<file path="src/rtl/pcs_64b66b_pkg.sv">
// Shared 64b/66b PCS definitions: sync headers, error-block codes and scrambler taps.
// The encoder and decoder both import this package.
package pcs_64b66b_pkg;

   localparam logic [1:0] SYNC_DATA = 2'b01;
   localparam logic [1:0] SYNC_CTRL = 2'b10;

   localparam logic [7:0] BT_ERROR = 8'h1E;
   localparam logic [6:0] CH_ERROR = 7'h1E;

   localparam int SCR_TAP_A = 38;
   localparam int SCR_TAP_B = 57;

   typedef logic [65:0] blk66_t;

   // Control block of eight /E/ characters, used in place of an illegal word
   localparam logic [63:0] ERROR_PAYLOAD = {{8{CH_ERROR}}, BT_ERROR};

   function automatic logic is_legal_type(input logic [1:0] ttype);
      return (ttype == SYNC_DATA) || (ttype == SYNC_CTRL);
   endfunction

endpackage

</file>
<file path="src/rtl/encoder_64b66b_if.sv">
// Valid/ready stream with an optional side-band type field.
// The same definition serves both the typed 64-bit input and the 66-bit block output.
interface encoder_64b66b_if #(
   parameter int DATA_W = 64,
   parameter int TYPE_W = 2
) ();

   logic [DATA_W-1:0] tdata;
   logic [TYPE_W-1:0] ttype;
   logic              tvalid;
   logic              tready;

   modport master (
      output tdata,
      output ttype,
      output tvalid,
      input  tready
   );

   modport slave (
      input  tdata,
      input  ttype,
      input  tvalid,
      output tready
   );

endinterface

</file>
<file path="src/rtl/encoder_64b66b_scrambler.sv">
// Self-synchronous x^58+x^39+1 scrambler, all 64 payload bits in one combinational step.
// Bit 0 goes first; state bit 0 holds the most recently scrambled bit.
module pcs_scrambler58
   import pcs_64b66b_pkg::*;
(
   input  logic [63:0] data_in,
   input  logic [57:0] state_in,
   output logic [63:0] data_out,
   output logic [57:0] state_out
);

   logic [57:0] state_walk;

   always_comb begin
      state_walk = state_in;
      data_out   = '0;
      for (int i = 0; i < 64; i++) begin
         data_out[i] = data_in[i] ^ state_walk[SCR_TAP_A] ^ state_walk[SCR_TAP_B];
         state_walk  = {state_walk[56:0], data_out[i]};
      end
      state_out = state_walk;
   end

endmodule

</file>
<file path="src/rtl/encoder_64b66b.sv">
// 64b/66b transmit encoder: sync header, error substitution for illegal word types,
// optional payload scrambling and a single skid-free output register stage.
module encoder_64b66b
   import pcs_64b66b_pkg::*;
#(
   parameter int          SCR_EN    = 1,
   parameter logic [57:0] SCR_SEED  = 58'h3FF_FFFF_FFFF_FFFF,
   parameter int          ERR_CNT_W = 16
) (
   input  logic                 clk,
   input  logic                 reset_n,
   encoder_64b66b_if.slave      s_axis,
   encoder_64b66b_if.master     m_axis,
   output logic [ERR_CNT_W-1:0] err_cnt
);

   logic                 accept;
   logic                 type_legal;
   logic [1:0]           hdr_next;
   logic [63:0]          raw_payload;
   logic [63:0]          scr_payload;
   logic [63:0]          payload_next;
   logic [57:0]          scr_state_reg;
   logic [57:0]          scr_state_next;
   blk66_t               blk_reg;
   logic                 valid_reg;
   logic [ERR_CNT_W-1:0] err_cnt_reg;

   // Ready looks through the output register so a full pipeline never bubbles
   assign s_axis.tready = !valid_reg || m_axis.tready;
   assign accept        = s_axis.tvalid && s_axis.tready;

   always_comb begin
      type_legal  = is_legal_type(s_axis.ttype);
      hdr_next    = type_legal ? s_axis.ttype : SYNC_CTRL;
      raw_payload = type_legal ? s_axis.tdata : ERROR_PAYLOAD;
   end

   pcs_scrambler58 u_scrambler (
      .data_in   (raw_payload),
      .state_in  (scr_state_reg),
      .data_out  (scr_payload),
      .state_out (scr_state_next)
   );

   assign payload_next = (SCR_EN != 0) ? scr_payload : raw_payload;

   always_ff @(posedge clk or negedge reset_n) begin
      if (!reset_n) begin
         blk_reg       <= '0;
         valid_reg     <= 1'b0;
         scr_state_reg <= SCR_SEED;
         err_cnt_reg   <= '0;
      end else begin
         if (accept) begin
            blk_reg   <= {payload_next, hdr_next};
            valid_reg <= 1'b1;
            // Scrambler only advances for words that actually go out
            if (SCR_EN != 0) begin
               scr_state_reg <= scr_state_next;
            end
            if (!type_legal && !(&err_cnt_reg)) begin
               err_cnt_reg <= err_cnt_reg + ERR_CNT_W'(1);
            end
         end else if (m_axis.tready) begin
            valid_reg <= 1'b0;
         end
      end
   end

   assign m_axis.tdata  = blk_reg;
   assign m_axis.tvalid = valid_reg;
   assign m_axis.ttype  = '0;
   assign err_cnt       = err_cnt_reg;

endmodule

</file>
<file path="src/flat_wrapper.sv">
// flat-port wrapper written by rule: the top's interface ports become plain ports
module encoder_64b66b_flat import pcs_64b66b_pkg::*;
#(
   parameter int          SCR_EN    = 1,
   parameter logic [57:0] SCR_SEED  = 58'h3FF_FFFF_FFFF_FFFF,
   parameter int          ERR_CNT_W = 16
)
  (clk, reset_n, err_cnt, s_axis_tdata, s_axis_ttype, s_axis_tvalid, s_axis_tready, m_axis_tdata, m_axis_ttype, m_axis_tvalid, m_axis_tready);
  encoder_64b66b_if #(.DATA_W(64), .TYPE_W(2)) s_axis_i ();
  encoder_64b66b_if #(.DATA_W(66), .TYPE_W(1)) m_axis_i ();
  input  logic clk;
  input  logic reset_n;
  output logic [ERR_CNT_W-1:0] err_cnt;
  input wire logic [$bits(s_axis_i.tdata)-1:0] s_axis_tdata;
  input wire logic [$bits(s_axis_i.ttype)-1:0] s_axis_ttype;
  input wire logic [$bits(s_axis_i.tvalid)-1:0] s_axis_tvalid;
  output wire logic [$bits(s_axis_i.tready)-1:0] s_axis_tready;
  output wire logic [$bits(m_axis_i.tdata)-1:0] m_axis_tdata;
  output wire logic [$bits(m_axis_i.ttype)-1:0] m_axis_ttype;
  output wire logic [$bits(m_axis_i.tvalid)-1:0] m_axis_tvalid;
  input wire logic [$bits(m_axis_i.tready)-1:0] m_axis_tready;
  assign s_axis_i.tdata = s_axis_tdata;
  assign s_axis_i.ttype = s_axis_ttype;
  assign s_axis_i.tvalid = s_axis_tvalid;
  assign s_axis_tready = s_axis_i.tready;
  assign m_axis_tdata = m_axis_i.tdata;
  assign m_axis_ttype = m_axis_i.ttype;
  assign m_axis_tvalid = m_axis_i.tvalid;
  assign m_axis_i.tready = m_axis_tready;
  encoder_64b66b #(.SCR_EN(SCR_EN), .SCR_SEED(SCR_SEED), .ERR_CNT_W(ERR_CNT_W)) u_core (.clk(clk), .reset_n(reset_n), .s_axis(s_axis_i), .m_axis(m_axis_i), .err_cnt(err_cnt));
endmodule
</file>
<file path="config.mk">
export PLATFORM = sky130hd
export DESIGN_NAME = encoder_64b66b_flat
export DESIGN_NICKNAME = d
export VERILOG_FILES = /design/src/rtl/pcs_64b66b_pkg.sv /design/src/rtl/encoder_64b66b_if.sv /design/src/rtl/encoder_64b66b_scrambler.sv /design/src/rtl/encoder_64b66b.sv /design/src/flat_wrapper.sv
export SDC_FILE = /design/constraint.sdc
export NUM_CORES = 1
export LEC_CHECK = 0
export CELL_PAD_IN_SITES_DETAIL_PLACEMENT = 2
export CELL_PAD_IN_SITES_GLOBAL_PLACEMENT = 2
export CORE_MARGIN = 3
export CORE_UTILIZATION = 29
export DETAILED_ROUTE_END_ITERATION = 8
export GPL_TIMING_DRIVEN = 0
export PLACE_DENSITY_LB_ADDON = 0.1
export SKIP_LAST_GASP = 1
export SLEW_MARGIN = 30
export SYNTH_ARGS = -nofsm -noshare
export SYNTH_HDL_FRONTEND = slang
export SYNTH_SLANG_ARGS = --single-unit
</file>
<file path="constraint.sdc">
create_clock -name clk -period 1.5 [get_ports clk]
set_input_delay 0.15 -clock clk [delete_from_list [all_inputs] [get_ports clk]]
set_output_delay 0.15 -clock clk [all_outputs]
set_load 0.005 [all_outputs]
</file>
**Word level (Yosys, flattened, before mapping)**

Cells that the tools add are included.

- Bitwise operators: 128
- Reduce and logical (&&, ||, !) cells: 10
- Shift-type cells: 0
- Multiply operators: 0
- Eq/ne operators: 2
- Magnitude comparators: 0
- Muxes and demuxes: 4
- Add/sub/neg operators: 1
- Divide/modulo/power cells: 0

Operator list:

| operator | number |
|---|---|
| 1-bit bitwise XOR | 128 |
| 64-bit 2-to-1 mux | 1 |
| 16-bit by 1-bit adder with 16-bit output (second input constant) | 1 |
| 16-bit AND reduction | 1 |
| 1-bit zero test | 3 |
| 2-bit by 1-bit equality test with 1-bit output (second input constant) | 1 |
| 2-bit equality test (second input constant) | 1 |
| 1-bit logical AND | 2 |
| 1-bit logical OR | 2 |
| 1-bit 2-to-1 mux | 2 |
| 2-bit 2-to-1 mux | 1 |
| 2-bit AND reduction | 1 |
| 2-bit nonzero test | 1 |

- Bits in read-only memories: 0
- Bits in latches: 0
- Flip-flop bits (word level): 141
- RAM bits: 0
- Output and inout bits: 85
- Memories kept: 0
- Word-level logic and storage cells: 149

**Logic depth before layout (Yosys ltp)**

- Depth in word-level cells: 7
- Mapped depth: 10
- Mapped depth without buffers: 7

**Modules after synthesis**

From an unflattened synthesis, not the netlist that was laid out.

- Cell total of the unflattened synthesis: 595
- Area, all modules: 7872.6 um^2

By module, submodules not included:

| module | cells each | area each (um^2) | seq. area each (um^2) | times used |
|---|---|---|---|---|
| encoder_64b66b | 415 | 5972.0 | 3601.0 | 1 |
| pcs_scrambler58 | 180 | 1900.6 | 0.0 | 1 |

**Least setup slack after synthesis**

OpenSTA, ideal clock, no wires.

- Kind: input port to flip-flop
- From: input s_axis_ttype[1]
- To: register u_core.blk_reg[27] (netlist: u_core.m_axis.tdata[27])
- Required time: 1381 ps
- Arrival time: 1479 ps
- Setup slack: -97 ps
- Path buffers: 4
- Stages on the path: 10
- Path through: inv_1 > ha_1 > buf_4 > buf_6 > buf_6 > buf_2 > nor2_1 > xnor2_1 > nand2_1 > o21a_1

- Longest elaborated chain between the ends: 5
- Elaborated cells between the ends (all ways): 6
- Those cells by class: eq/ne (2); mux (1); bitwise (2); reduce/logical (1)

Ends and longest elaborated chain:

| item | line | RTL |
|---|---|---|
| from (decl) | flat_wrapper.sv:15 | `input wire logic [$bits(s_axis_i.ttype)-1:0] s_axis_ttype;` |
| 2-bit by 1-bit equality test with 1-bit output / 2-bit equality test (equally long branches) | pcs_64b66b_pkg.sv:20 | `return (ttype == SYNC_DATA) \|\| (ttype == SYNC_CTRL);` |
| 1-bit logical OR * | pcs_64b66b_pkg.sv:20 |  |
| 64-bit 2-to-1 mux * | encoder_64b66b.sv:36 | `raw_payload = type_legal ? s_axis.tdata : ERROR_PAYLOAD;` |
| 1-bit bitwise XOR * (2 in series) | encoder_64b66b_scrambler.sv:18 | `data_out[i] = data_in[i] ^ state_walk[SCR_TAP_A] ^ state_walk[SCR_TAP_B];` |
| to (signal assigned) | encoder_64b66b.sv:56 | `blk_reg <= {payload_next, hdr_next};` |
| to (decl) | encoder_64b66b.sv:25 | `blk66_t blk_reg;` |

Mark *: on every way between the ends. The rest lies on a longest branch, timed or not.
A chain may end at the register's enable or synchronous reset.

**Worst setup path in the final report**

- From: register u_core.err_cnt_reg[0] (netlist: u_core.err_cnt[0])
- To: register u_core.err_cnt_reg[4] (netlist: u_core.err_cnt[4])

- Longest elaborated chain between the ends: 4
- Elaborated cells between the ends (all ways): 5
- Those cells by class: add/sub (1); reduce/logical (4)

Ends and longest elaborated chain:

| item | line | RTL |
|---|---|---|
| from (decl) | encoder_64b66b.sv:27 | `logic [ERR_CNT_W-1:0] err_cnt_reg;` |
| from (signal assigned) | encoder_64b66b.sv:63 | `err_cnt_reg <= err_cnt_reg + ERR_CNT_W'(1);` |
| branches (longest 4 deep; another with 16-bit by 1-bit adder with 16-bit output) | n/a |  |

Several ways; the timed one is not identified.

==> flow_summary.yaml <==
outcome:
  status: "finished with violations"
  violations: "negative setup slack"
global_route:
  grt_pass1_vias: 6684
  overflow: 0
  grt_max_degree: 53
  grt_pass1_wl_um: 40570
  grt.total_usage: 0.2065
  antenna_found_initial: 1
synthesis:
  muxShareOfSynthArea: 0.004645
  synth_flop_cell: "dfrtp_1"
  yosys.area_share.simple: 0.1325
  ys_seq_area_frac: 0.5141
  netlist_instances: 642
  synth-seq-cells: 141
  synth_compound_area_frac: 0.1320
  ys_warn_count: 0
  syn_area_sq_um: 7004
  synth_edf_count: 0
  synth_top_family_by_area: "XOR/XNOR gates"
  synth_fa_ha_area_frac: 0.005359
  syn-num-nets: 715
  avgSynthCellArea_sq_um: 10.91
  synthXorXnorAreaFrac: 0.1872
  ys_types: 38
  async_reset_ff_frac: 1.000
clocking:
  path_clk_slew_ns: 0.07
  cts_root_buffer: "clkbuf_16"
  numCtsBuffers: 17
  clk-insertion-delay-late_ns: 0.45
  cts_sinks: 141
  h-tree-depth: 4
  cts_tree: "built"
  clock_path_buffers: 2
floorplanning:
  pin_count: 155
  start_util: 0.2966
  die_h_um: 161.4
  core_sq_um: 23610
  num_rows: 56
  die_w_um: 161.4
  dieArea_sq_um: 26050
layout:
  drive_gt1_frac: 0.3757
  largest_register_ffs: 66
  diodes: 0
  area_growth_pct: 68.86
  post-route-util: 0.5009
  final_area_sq_um: 11830
  fin_nets: 997
sta:
  skew_ns: 0.01504
  fin_crit_ns: 1.701
  max_freq_ghz: 0.5877
  finalMaxSlewViolations: 0
  whs_ns: 0.1837
  setup_slack_ns: -0.2015
  finalSetupViolCount: 62
  rsz0062_at_grt: "true"
  timing.final.crit_share: 1.134
  hold_viol: 0
placement:
  place_worst_setup_slack_ns: -0.9732
  gp_congestion: 0.7720
  portBuffers: 153
  dpl_cell_area_sq_um: 9089
  dpl.hpwl_um: 17590
drt:
  drt_iter0_drc: 189
  drc: 0
  dr.pass1.iters: 4
  wirelength_um: 30430
  routedWlPerCell_um: 24.23
  vias: 5949
  ant_nets: 0
  vias_per_cell: 4.736
min_path:
  hp-class: "primary input to async pin"
setup_path:
  worstRegToRegCells: 7
  crit_type: "register to register"
  regToRegSetupSlack_ns: -0.20
  worstPathMaxFanout: 5
  cp.required_ns: 1.84
  crit_arrival_ns: 2.04
  r2r_start: "u_core.err_cnt[0]"
  worst_setup_path_end_kind: "register"
  timing.rr.end: "u_core.err_cnt[4]"
  start_kind: "register"
pwr:
  p_leak_nw: 5.583
  irDropWorstVdd_mv: 0.8122
  pwr_density_cell_nw_per_um2: 2272
  total_power_mw: 26.87
job:
  maxCapViolations: 0
-- cell families after synthesis --
kind of cell	count (synthesis)
fa+ha+maj	3
buf+inv	31
simple gates	193
mux	3
other cells	1
xor+xnor	145
compound gates	125
flops	141
-- worst max path at each step --
stage / start / end / slack (ns)
after floorplan: s_axis_ttype[1] / u_core.err_cnt[3] / -0.00007
after global placement: reset_n / u_core.err_cnt[8] / -5.70
after detailed placement: s_axis_ttype[1] / u_core.m_axis.tdata[23] / -0.97
after CTS: u_core.scr_state_reg[34] / u_core.m_axis.tdata[64] / -0.11
after global routing: u_core.err_cnt[7] / u_core.err_cnt[4] / -0.29
final: u_core.err_cnt[0] / u_core.err_cnt[4] / -0.20
-- metal layers --
metal,share of wire,GRT usage,vias up,routed length (um)
li1,-,-,2666,-
met1,0.41,0.2579,3107,12570
met2,0.53,0.3668,139,15990
met3,0.042,0.04104,37,1279
met4,0.020,0.05084,0,598
met5,0,0,-,0
-- cell type report --
cell class / instances / area (sq um)
plain buffers: 30 / 410.4
clock buffers: 20 / 446.7
clock inverters: 12 / 187.7
fillers: 2337 / 11790
inverters: 1 / 3.754
multi-input cells: 470 / 4136
flip-flops and latches: 141 / 3611
well taps: 319 / 399.1
repair buffers: 263 / 2633
-- synthesized netlist by cell type, types with 4 or more instances --
cell        n  area share
xnor2_1   101        0.13
dfrtp_1    83        0.30
nor2_1     80       0.043
a21o_1     58       0.062
dfstp_2    58        0.22
o21a_1     58       0.062
nand2_1    54       0.029
xor2_1     41       0.051
nor2b_1    18       0.016
buf_2      15       0.011
clkbuf_1    9      0.0048
nand2b_1    7      0.0063
nand3b_1    6      0.0064
o21ai_0     5      0.0036
nand3_1     4      0.0029
-- power by group --
part | internal (mW) | leakage, nW | switching, mW
clock network | 2.85 | 0.301 | 1.86
registers | 6.16 | 1.60 | 2.10
logic | 8.29 | 3.68 | 5.62
-- metrics by stage --
| stage | TNS, ns | instances |
|---|---|---|
| finish | -3.457 | 1256 |
| global placement | -797.76 | 1114 |
| floorplan | -0.00006828 | 642 |
| global route | -7.926 | 1256 |
| detailed placement | -108.88 | 1116 |
| CTS | -5.104 | 1202 |
-- critical path, stage by stage (launching register included) --
cell	delay, ns
dfrtp_2	0.44
ha_4	0.18
nand2_4	0.07
nor2_1	0.09
a21oi_2	0.27
buf_6	0.20
nand4_1	0.16
xnor2_1	0.17
-- placed cells by master (no fill, tap or decap), types with 6 or more instances in the layout --
cell type | Yosys | routed
xor2_1 | 41 | 26
buf_4 | 2 | 94
dlygate4sd2_1 | 0 | 21
dfstp_2 | 58 | 58
dfrtp_1 | 83 | 75
nor2_1 | 80 | 58
xnor2_2 | 0 | 33
nand3b_1 | 6 | 6
clkdlybuf4s50_1 | 0 | 100
nand2_1 | 54 | 47
nand2_4 | 0 | 6
xnor2_1 | 101 | 63
nor2b_1 | 18 | 17
buf_12 | 0 | 13
clkbuf_16 | 0 | 25
dfrtp_2 | 0 | 8
buf_6 | 3 | 8
nor2_2 | 0 | 20
xor2_4 | 0 | 12
dlymetal6s2s_1 | 0 | 29
a21o_1 | 58 | 58
o21a_1 | 58 | 58
-- timing repair --
item,in CTS,in global routing
gates resized for setup,146,121
pin swaps,32,60
cloned,1,9
hold buffers,1,0
hold endpoints to repair,75,0
endpoints found under the setup margin,170,174
buffers inserted,52,46
Note: power is estimated with default switching activity, not from simulation.
